### config.mk
export PLATFORM = sky130hd
export DESIGN_NAME = idexe_pipe_reg
export DESIGN_NICKNAME = d
export VERILOG_FILES = /design/src/rtl/idexe_pkg.sv /design/src/rtl/idexe_hazard.sv /design/src/rtl/idexe_pipe_reg.sv
export SDC_FILE = /design/constraint.sdc
export NUM_CORES = 1
export LEC_CHECK = 0
export CAP_MARGIN = 20
export CORE_MARGIN = 1
export CORE_UTILIZATION = 35
export DETAILED_ROUTE_END_ITERATION = 10
export PLACE_DENSITY_LB_ADDON = 0.3
export SETUP_SLACK_MARGIN = 0.02
export SYNTH_ARGS = -nofsm -noshare
export SYNTH_HDL_FRONTEND = slang
export SYNTH_SLANG_ARGS = --single-unit
### constraint.sdc
create_clock -name clk -period 4.35 [get_ports clk]
set_clock_uncertainty 0.2 [all_clocks]
set_input_delay 0.87 -clock clk [delete_from_list [all_inputs] [get_ports clk]]
set_output_delay 0.87 -clock clk [all_outputs]
set_load 0.02 [all_outputs]
### src/rtl/idexe_pkg.sv
// Shared constants for the ID/EXE pipeline register: forwarding-select
// encodings, default datapath widths and a small select helper.
package idexe_pkg;

    localparam int DATA_W_DEF = 32;
    localparam int REG_AW_DEF = 5;
    localparam int ALUC_W_DEF = 4;
    localparam int CNT_W_DEF  = 16;

    // Operand source selects used by the EXE-stage operand muxes
    localparam logic [1:0] FWD_REG = 2'b00;  // register-file value
    localparam logic [1:0] FWD_MEM = 2'b01;  // result of the instruction now in EXE
    localparam logic [1:0] FWD_WB  = 2'b10;  // result of the instruction now in MEM

    // The younger producer (EXE) always wins over the older one (MEM)
    function automatic logic [1:0] fwd_pick(input logic exe_hit, input logic mem_hit);
        logic [1:0] sel;
        if (exe_hit) begin
            sel = FWD_MEM;
        end else if (mem_hit) begin
            sel = FWD_WB;
        end else begin
            sel = FWD_REG;
        end
        return sel;
    endfunction

endpackage

### src/rtl/idexe_hazard.sv
// Combinational load-use hazard detection and forwarding-select generation
// for the instruction currently in ID.
module idexe_hazard
    import idexe_pkg::*;
#(
    parameter int REG_AW = REG_AW_DEF
) (
    input  logic              id_valid,
    input  logic              uses_rt,
    input  logic              aluimm,
    input  logic [REG_AW-1:0] rs,
    input  logic [REG_AW-1:0] rt,
    input  logic              evalid,
    input  logic              ewreg,
    input  logic              em2reg,
    input  logic [REG_AW-1:0] edestReg,
    input  logic              mwreg,
    input  logic [REG_AW-1:0] mdestReg,
    output logic              hazard,
    output logic [1:0]        fwda,
    output logic [1:0]        fwdb
);

    logic exe_wr_s;
    logic exe_hit_a_s;
    logic exe_hit_b_s;
    logic mem_hit_a_s;
    logic mem_hit_b_s;

    // Hazard when EXE holds a load whose target ID reads; forward selects from EXE/MEM matches
    always_comb begin
        exe_wr_s    = evalid & ewreg & (edestReg != {REG_AW{1'b0}});
        hazard      = id_valid & exe_wr_s & em2reg &
                      ((edestReg == rs) | (uses_rt & (edestReg == rt)));
        exe_hit_a_s = evalid & ewreg & ~em2reg & (edestReg == rs) & (rs != {REG_AW{1'b0}});
        exe_hit_b_s = evalid & ewreg & ~em2reg & (edestReg == rt) & (rt != {REG_AW{1'b0}});
        mem_hit_a_s = mwreg & (mdestReg == rs) & (rs != {REG_AW{1'b0}});
        mem_hit_b_s = mwreg & (mdestReg == rt) & (rt != {REG_AW{1'b0}});
        fwda        = fwd_pick(exe_hit_a_s, mem_hit_a_s);
        if (uses_rt & ~aluimm) begin
            fwdb = fwd_pick(exe_hit_b_s, mem_hit_b_s);
        end else begin
            fwdb = FWD_REG;
        end
    end

endmodule

### src/rtl/idexe_pipe_reg.sv
// ID/EXE pipeline register with load-use bubble insertion, flush, downstream
// freeze, registered forwarding selects and a saturating bubble counter.
module idexe_pipe_reg
    import idexe_pkg::*;
#(
    parameter int DATA_W = DATA_W_DEF,
    parameter int REG_AW = REG_AW_DEF,
    parameter int ALUC_W = ALUC_W_DEF,
    parameter int CNT_W  = CNT_W_DEF
) (
    input  logic              clk,
    input  logic              rst,
    input  logic              id_valid,
    input  logic              wreg,
    input  logic              m2reg,
    input  logic              wmem,
    input  logic              aluimm,
    input  logic              uses_rt,
    input  logic [ALUC_W-1:0] aluc,
    input  logic [REG_AW-1:0] rs,
    input  logic [REG_AW-1:0] rt,
    input  logic [REG_AW-1:0] destReg,
    input  logic [DATA_W-1:0] qa,
    input  logic [DATA_W-1:0] qb,
    input  logic [DATA_W-1:0] imm32,
    input  logic              flush,
    input  logic              exe_stall,
    input  logic              mwreg,
    input  logic [REG_AW-1:0] mdestReg,
    output logic              evalid,
    output logic              ewreg,
    output logic              em2reg,
    output logic              ewmem,
    output logic              ealuimm,
    output logic [ALUC_W-1:0] ealuc,
    output logic [REG_AW-1:0] edestReg,
    output logic [DATA_W-1:0] eqa,
    output logic [DATA_W-1:0] eqb,
    output logic [DATA_W-1:0] eimm32,
    output logic [1:0]        efwda,
    output logic [1:0]        efwdb,
    output logic              stall_id,
    output logic [CNT_W-1:0]  bubble_cnt
);

    logic              hazard_s;
    logic [1:0]        fwda_s;
    logic [1:0]        fwdb_s;

    logic              evalid_r;
    logic              ewreg_r;
    logic              em2reg_r;
    logic              ewmem_r;
    logic              ealuimm_r;
    logic [ALUC_W-1:0] ealuc_r;
    logic [REG_AW-1:0] edest_r;
    logic [DATA_W-1:0] eqa_r;
    logic [DATA_W-1:0] eqb_r;
    logic [DATA_W-1:0] eimm_r;
    logic [1:0]        efwda_r;
    logic [1:0]        efwdb_r;
    logic [CNT_W-1:0]  bubble_cnt_r;

    idexe_hazard #(.REG_AW(REG_AW)) u_hazard (
        .id_valid (id_valid),
        .uses_rt  (uses_rt),
        .aluimm   (aluimm),
        .rs       (rs),
        .rt       (rt),
        .evalid   (evalid_r),
        .ewreg    (ewreg_r),
        .em2reg   (em2reg_r),
        .edestReg (edest_r),
        .mwreg    (mwreg),
        .mdestReg (mdestReg),
        .hazard   (hazard_s),
        .fwda     (fwda_s),
        .fwdb     (fwdb_s)
    );

    // ID/IF must hold either while a bubble is inserted or while EXE is frozen
    assign stall_id = hazard_s | exe_stall;

    // EXE-stage register: freeze beats flush, flush beats bubble, bubble beats load
    always_ff @(posedge clk or posedge rst) begin
        if (rst) begin
            evalid_r  <= 1'b0;
            ewreg_r   <= 1'b0;
            em2reg_r  <= 1'b0;
            ewmem_r   <= 1'b0;
            ealuimm_r <= 1'b0;
            ealuc_r   <= {ALUC_W{1'b0}};
            edest_r   <= {REG_AW{1'b0}};
            eqa_r     <= {DATA_W{1'b0}};
            eqb_r     <= {DATA_W{1'b0}};
            eimm_r    <= {DATA_W{1'b0}};
            efwda_r   <= FWD_REG;
            efwdb_r   <= FWD_REG;
        end else if (!exe_stall) begin
            // Datapath fields are meaningless once the valid bits are cleared,
            // so they are captured unconditionally.
            em2reg_r  <= m2reg;
            ealuimm_r <= aluimm;
            ealuc_r   <= aluc;
            edest_r   <= destReg;
            eqa_r     <= qa;
            eqb_r     <= qb;
            eimm_r    <= imm32;
            efwda_r   <= fwda_s;
            efwdb_r   <= fwdb_s;
            if (flush || hazard_s) begin
                evalid_r <= 1'b0;
                ewreg_r  <= 1'b0;
                ewmem_r  <= 1'b0;
            end else begin
                evalid_r <= id_valid;
                ewreg_r  <= wreg & id_valid;
                ewmem_r  <= wmem & id_valid;
            end
        end
    end

    // Count inserted load-use bubbles, saturating at all-ones
    always_ff @(posedge clk or posedge rst) begin
        if (rst) begin
            bubble_cnt_r <= {CNT_W{1'b0}};
        end else if (!exe_stall && !flush && hazard_s && (bubble_cnt_r != {CNT_W{1'b1}})) begin
            bubble_cnt_r <= bubble_cnt_r + {{(CNT_W-1){1'b0}}, 1'b1};
        end
    end

    assign evalid     = evalid_r;
    assign ewreg      = ewreg_r;
    assign em2reg     = em2reg_r;
    assign ewmem      = ewmem_r;
    assign ealuimm    = ealuimm_r;
    assign ealuc      = ealuc_r;
    assign edestReg   = edest_r;
    assign eqa        = eqa_r;
    assign eqb        = eqb_r;
    assign eimm32     = eimm_r;
    assign efwda      = efwda_r;
    assign efwdb      = efwdb_r;
    assign bubble_cnt = bubble_cnt_r;

endmodule

# Yosys cells after proc, flatten, opt, wreduce, memory -nomap -nowiden
# Index checks and enable logic that the tools add are counted.
dict set report op_classes {
  addsub 1
  n_eq_ne 5
  mux 8
  bitwise 22
  reduce_logical 9
}
# operator n
set ops {}
lappend ops {{5-bit == test} 4}
lappend ops {{1-bit bitwise AND} 18}
lappend ops {{16-bit by 1-bit adder with 16-bit output (second input constant)} 1}
lappend ops {{16-bit inequality test (second input constant)} 1}
lappend ops {{5-bit nonzero test} 3}
lappend ops {{2-bit two-way mux} 5}
lappend ops {{1-bit logical AND} 3}
lappend ops {{1-bit two-way mux} 3}
lappend ops {{1-bit zero test} 2}
lappend ops {{1-bit NOT} 2}
lappend ops {{1-bit bitwise OR} 2}
lappend ops {{1-bit logical OR} 1}
dict set report totals {
  reg_bits 130
  inputBits 131
  out_inout_bits 131
  word_cells 58
}

# Depth between registers and ports, before layout
dict set report logic_depth {
  word_depth 7
  ltp_mapped 7
  ltp_nobuf 6
}

# Cells and area by module
# Synthesis repeated with hierarchy kept, for this count alone.
dict set report unflattened {
  cells_unflattened 366
  area_unflattened_um2 5376.4
}
# module instances cells_each area_each_um2 seq_area_each_um2
set by_module_without_submodules {}
lappend by_module_without_submodules {idexe_pipe_reg 1 319 5042.3 3253.1}
lappend by_module_without_submodules {idexe_hazard 1 47 334.1 0.0}

# Least setup slack after synthesis
# OpenSTA, ideal clock, no wires.
dict set report synth_path {
  path_kind {input-to-output}
  start {input port rt[2]}
  end {output port stall_id}
  arrival_ns 1.946
  t_required_ns 3.280
  path_slack_ns 1.334
  path_stages 6
  n_path_buf 1
  cell_sequence {xnor2_1 nand3_1 nor3_1 a21o_1 buf_2 a31o_2}
}
dict set report synth_via {
  elab_chain_len 5
}
# item line
set synth_rtl {}
lappend synth_rtl {{start, declared} idexe_pipe_reg.sv:21} ;# input logic [REG_AW-1:0] rt,
lappend synth_rtl {{5-bit == test} idexe_hazard.sv:34} ;# ((edestReg == rs) | (uses_rt & (edestReg == rt)));
lappend synth_rtl {{1-bit bitwise AND} idexe_hazard.sv:34}
lappend synth_rtl {{1-bit bitwise OR} idexe_hazard.sv:34}
lappend synth_rtl {{1-bit bitwise AND} idexe_hazard.sv:33} ;# hazard = id_valid & exe_wr_s & em2reg &
lappend synth_rtl {{1-bit bitwise OR} idexe_pipe_reg.sv:82} ;# assign stall_id = hazard_s | exe_stall;
lappend synth_rtl {{end, declared} idexe_pipe_reg.sv:42} ;# output logic stall_id,
# No other way between the ends.

# Final worst setup path
dict set report layout_path {
  start {input port rt[4]}
  end {output port stall_id}
}
# Same word-level chain as after synthesis.

==> metrics.md <==
| Metric | Value |
|---|---|
| DR vias | `3981` |
| DR iter-0 viols | `211` |
| Max clock buf depth | `2` |
| ANT nets after route | `0` |
| Final HPWL from detailed placement | `9830 µm` |
| Leak | `3.55 nW` |
| Clk sink count | `130` |
| Vias per inst | `4.79` |
| Peak supply drop | `0.292 mV` |
| Failing checks | `design-rule violations` |
| Final Hold Fails | `0` |
| Worst EP arrival | `2.90 ns` |
| Worst hold margin | `0.284 ns` |
| Antenna cell count | `0` |
| Place WS | `0.410 ns` |
| Yosys cell types | `36` |
| Layout area overhead | `63.5%` |
| Core area | `14700 µm²` |
| Syn Area/Cell | `14.6 µm²` |
| Synth area leaders | `dfrtp_1 61%, mux2_2 23%, xnor2_1 4.3%` |
| Final setup viols | `0` |
| Syn Nets | `497` |
| Sequential area share after synthesis | `61.0%` |
| Global Route Usage Sum | `18.3%` |
| RSZ-0062 raised after global routing | `no` |
| Clock root cell | `clkbuf_16` |
| Drt pass-1 iters | `8` |
| Critical path class | `in2out` |
| Dominant synthesized flop cell | `dfrtp_1` |
| Post-CTS sizing | `0` |
| CTS tree | `built` |
| Layout cell share with drive strength beyond 1 | `23.0%` |
| Core Util, Final | `59.3%` |
| Synth Instances | `365` |
| Die span in x | `125 µm` |
| Total wire length | `13600 µm` |
| Num ports | `262` |
| Fin nets | `766` |
| Yosys warning count | `0` |
| Final WS setup | `0.379 ns` |
| CP Max Fanout | `3` |
| Post-route cell area | `8710 µm²` |
| DRC | `16` |
| Avg WL per Cell | `16.4 µm` |
| Count of state elements after synthesis | `130` |
| Grt total ovfl | `0` |
| Hold buffer count at CTS | `0` |
| Startpoint Class | `input port` |
| CP endpoint kind | `primary output` |
| DIE HEIGHT | `125 µm` |
| Initial core utilization | `36.3%` |
| CTS Buf Count | `17` |
| Initial antenna violation count | `0` |
| Post-Syn Area | `5330 µm²` |
| Period Utilization, post-route | `91.3%` |
| First-pass GRT wire length | `22300 µm` |
| Clock transition at path regs | `0.06 ns` |
| Headroom to the max-slew limit | `51.1%` |
| Setup repair bufs after CTS | `0` |
| Max-cap violations | `0` |
| Share of flip-flops with an asynchronous set or reset | `100%` |
| Worst EP required | `3.28 ns` |
| FMAX | `0.252 GHz` |
| Row cnt | `44` |
| Status | `finished with violations` |
| Synth area leader | `dfrtp_1` |
| Post-synth EDFFs | `0` |
| HP Class | `reg2reg` |
| Port bufs | `261` |
| Area share of the largest cell type after synthesis | `61.0%` |
| Tmin final | `3.97 ns` |
| Worst-Skew Late Latency | `0.41 ns` |
| Slew Viols, Final | `0` |
| Placed instance area | `8150 µm²` |
| Vias in the first global route | `4322` |
| H-tree depth reported by CTS | `4` |
| Placer Congestion | `0.860` |
| Largest net degree at the start of global routing | `131` |
| Slew at the pin closest to its max-slew limit | `0.734 ns` |
| Die ar. | `15700 µm²` |
| Setup TNS | `0 ns` |
| Power per cell area | `386 nW/µm²` |
flip-flops by register name, summed over array words and instances, names as in the netlist, 2 cells and up:
register    count
bubble_cnt     16
eimm32         32
eqa            32
efwdb           2
ealuc           4
efwda           2
edestReg        5
eqb            32
cell families after synthesis:
family                   after synthesis  synth area share [%]
flip-flops                           130                  61.0
multiplexers                         110                  23.2
AND/OR/NAND/NOR                       61                  6.93
XOR/XNOR                              33                  5.42
buffers and inverters                 16                  1.20
AO/OA/AOI/OAI                         14                  1.95
adder cells (fa/ha/maj)                1                 0.235
cell usage after synthesis (all sizes together) (3+ instances only):
master,number
xor2,7
nand2,10
xnor2,26
clkbuf,11
or4,3
dfrtp,130
a22o,3
nand4b,3
o21ai,3
nor2,5
buf,3
nor3,4
nand3,8
mux2,110
and3,5
nand4,10
where the power goes:
group | switching [mW] | internal [mW] | leakage [nW] | total [mW]
clock | 0.533 | 0.793 | 0.269 | 1.33
combinational | 0.285 | 0.380 | 1.71 | 0.665
sequential | 0.0592 | 1.31 | 1.57 | 1.37
total | 0.877 | 2.48 | 3.55 | 3.36
cell usage in the layout (no fill, tap or decap), drive strengths merged, types with 3 or more instances in the layout:
master           n
clkdlybuf4s50  260
dfrtp          130
mux2           110
xnor2           26
clkbuf          22
nand4           10
nand2           10
nand3            8
xor2             7
and3             5
nor2             5
clkinv           5
clkinvlp         4
nor3             4
buf              4
or4              3
nand4b           3
o21ai            3
a22o             3
inv              3
critical path: stages:
cell             delay [ns]
clkdlybuf4s50_1        0.47
xnor2_1                0.22
nand3_1                0.12
nor3_1                 0.26
a21o_1                 0.19
a31o_2                 0.17
clkdlybuf4s50_1        0.61
per-stage QoR:
step | instances | total power, mW
final | 831 | 3.36
after global routing | 831 | 3.51
after CTS | 831 | 3.41
after detailed placement | 799 | 2.06
after global placement | 799 | 2.05
after floorplan | 365 | 1.68
layout make-up:
class	count	area [µm²]
Fill cell	1181	5990
Sequential cell	130	3250
Timing Repair Buffer	264	2650
Multi-Input combinational cell	219	2010
Clock buffer	22	484
Tap cell	184	230
Clock inverter	10	76.3
Inverter	2	11.3
worst paths after layout:
kind                                           start                   endpoint  slack, ns  cells after the start
max                                            rt[4]                   stall_id       0.38                      7
min                        bubble_cnt[5]$_DFFE_PP0P_  bubble_cnt[5]$_DFFE_PP0P_       0.28                      1
max reg2reg                  edestReg[2]$_DFFE_PP0N_  bubble_cnt[1]$_DFFE_PP0P_       1.98                      6
min reg2reg                bubble_cnt[5]$_DFFE_PP0P_  bubble_cnt[5]$_DFFE_PP0P_       0.28                      1
max in group asynchronous                        rst        eqa[20]$_DFFE_PP0N_       2.61                      3
min in group asynchronous                        rst      eimm32[5]$_DFFE_PP0N_       0.81                      3
layer usage:
metal	track usage, %	wire [µm]	up-vias
li1	-	-	1845
met1	20.3	5280	1940
met2	30.0	6650	184
met3	9.84	1510	12
met4	6.53	166	0
met5	0	0	-
(Power assumes the default switching activity.)
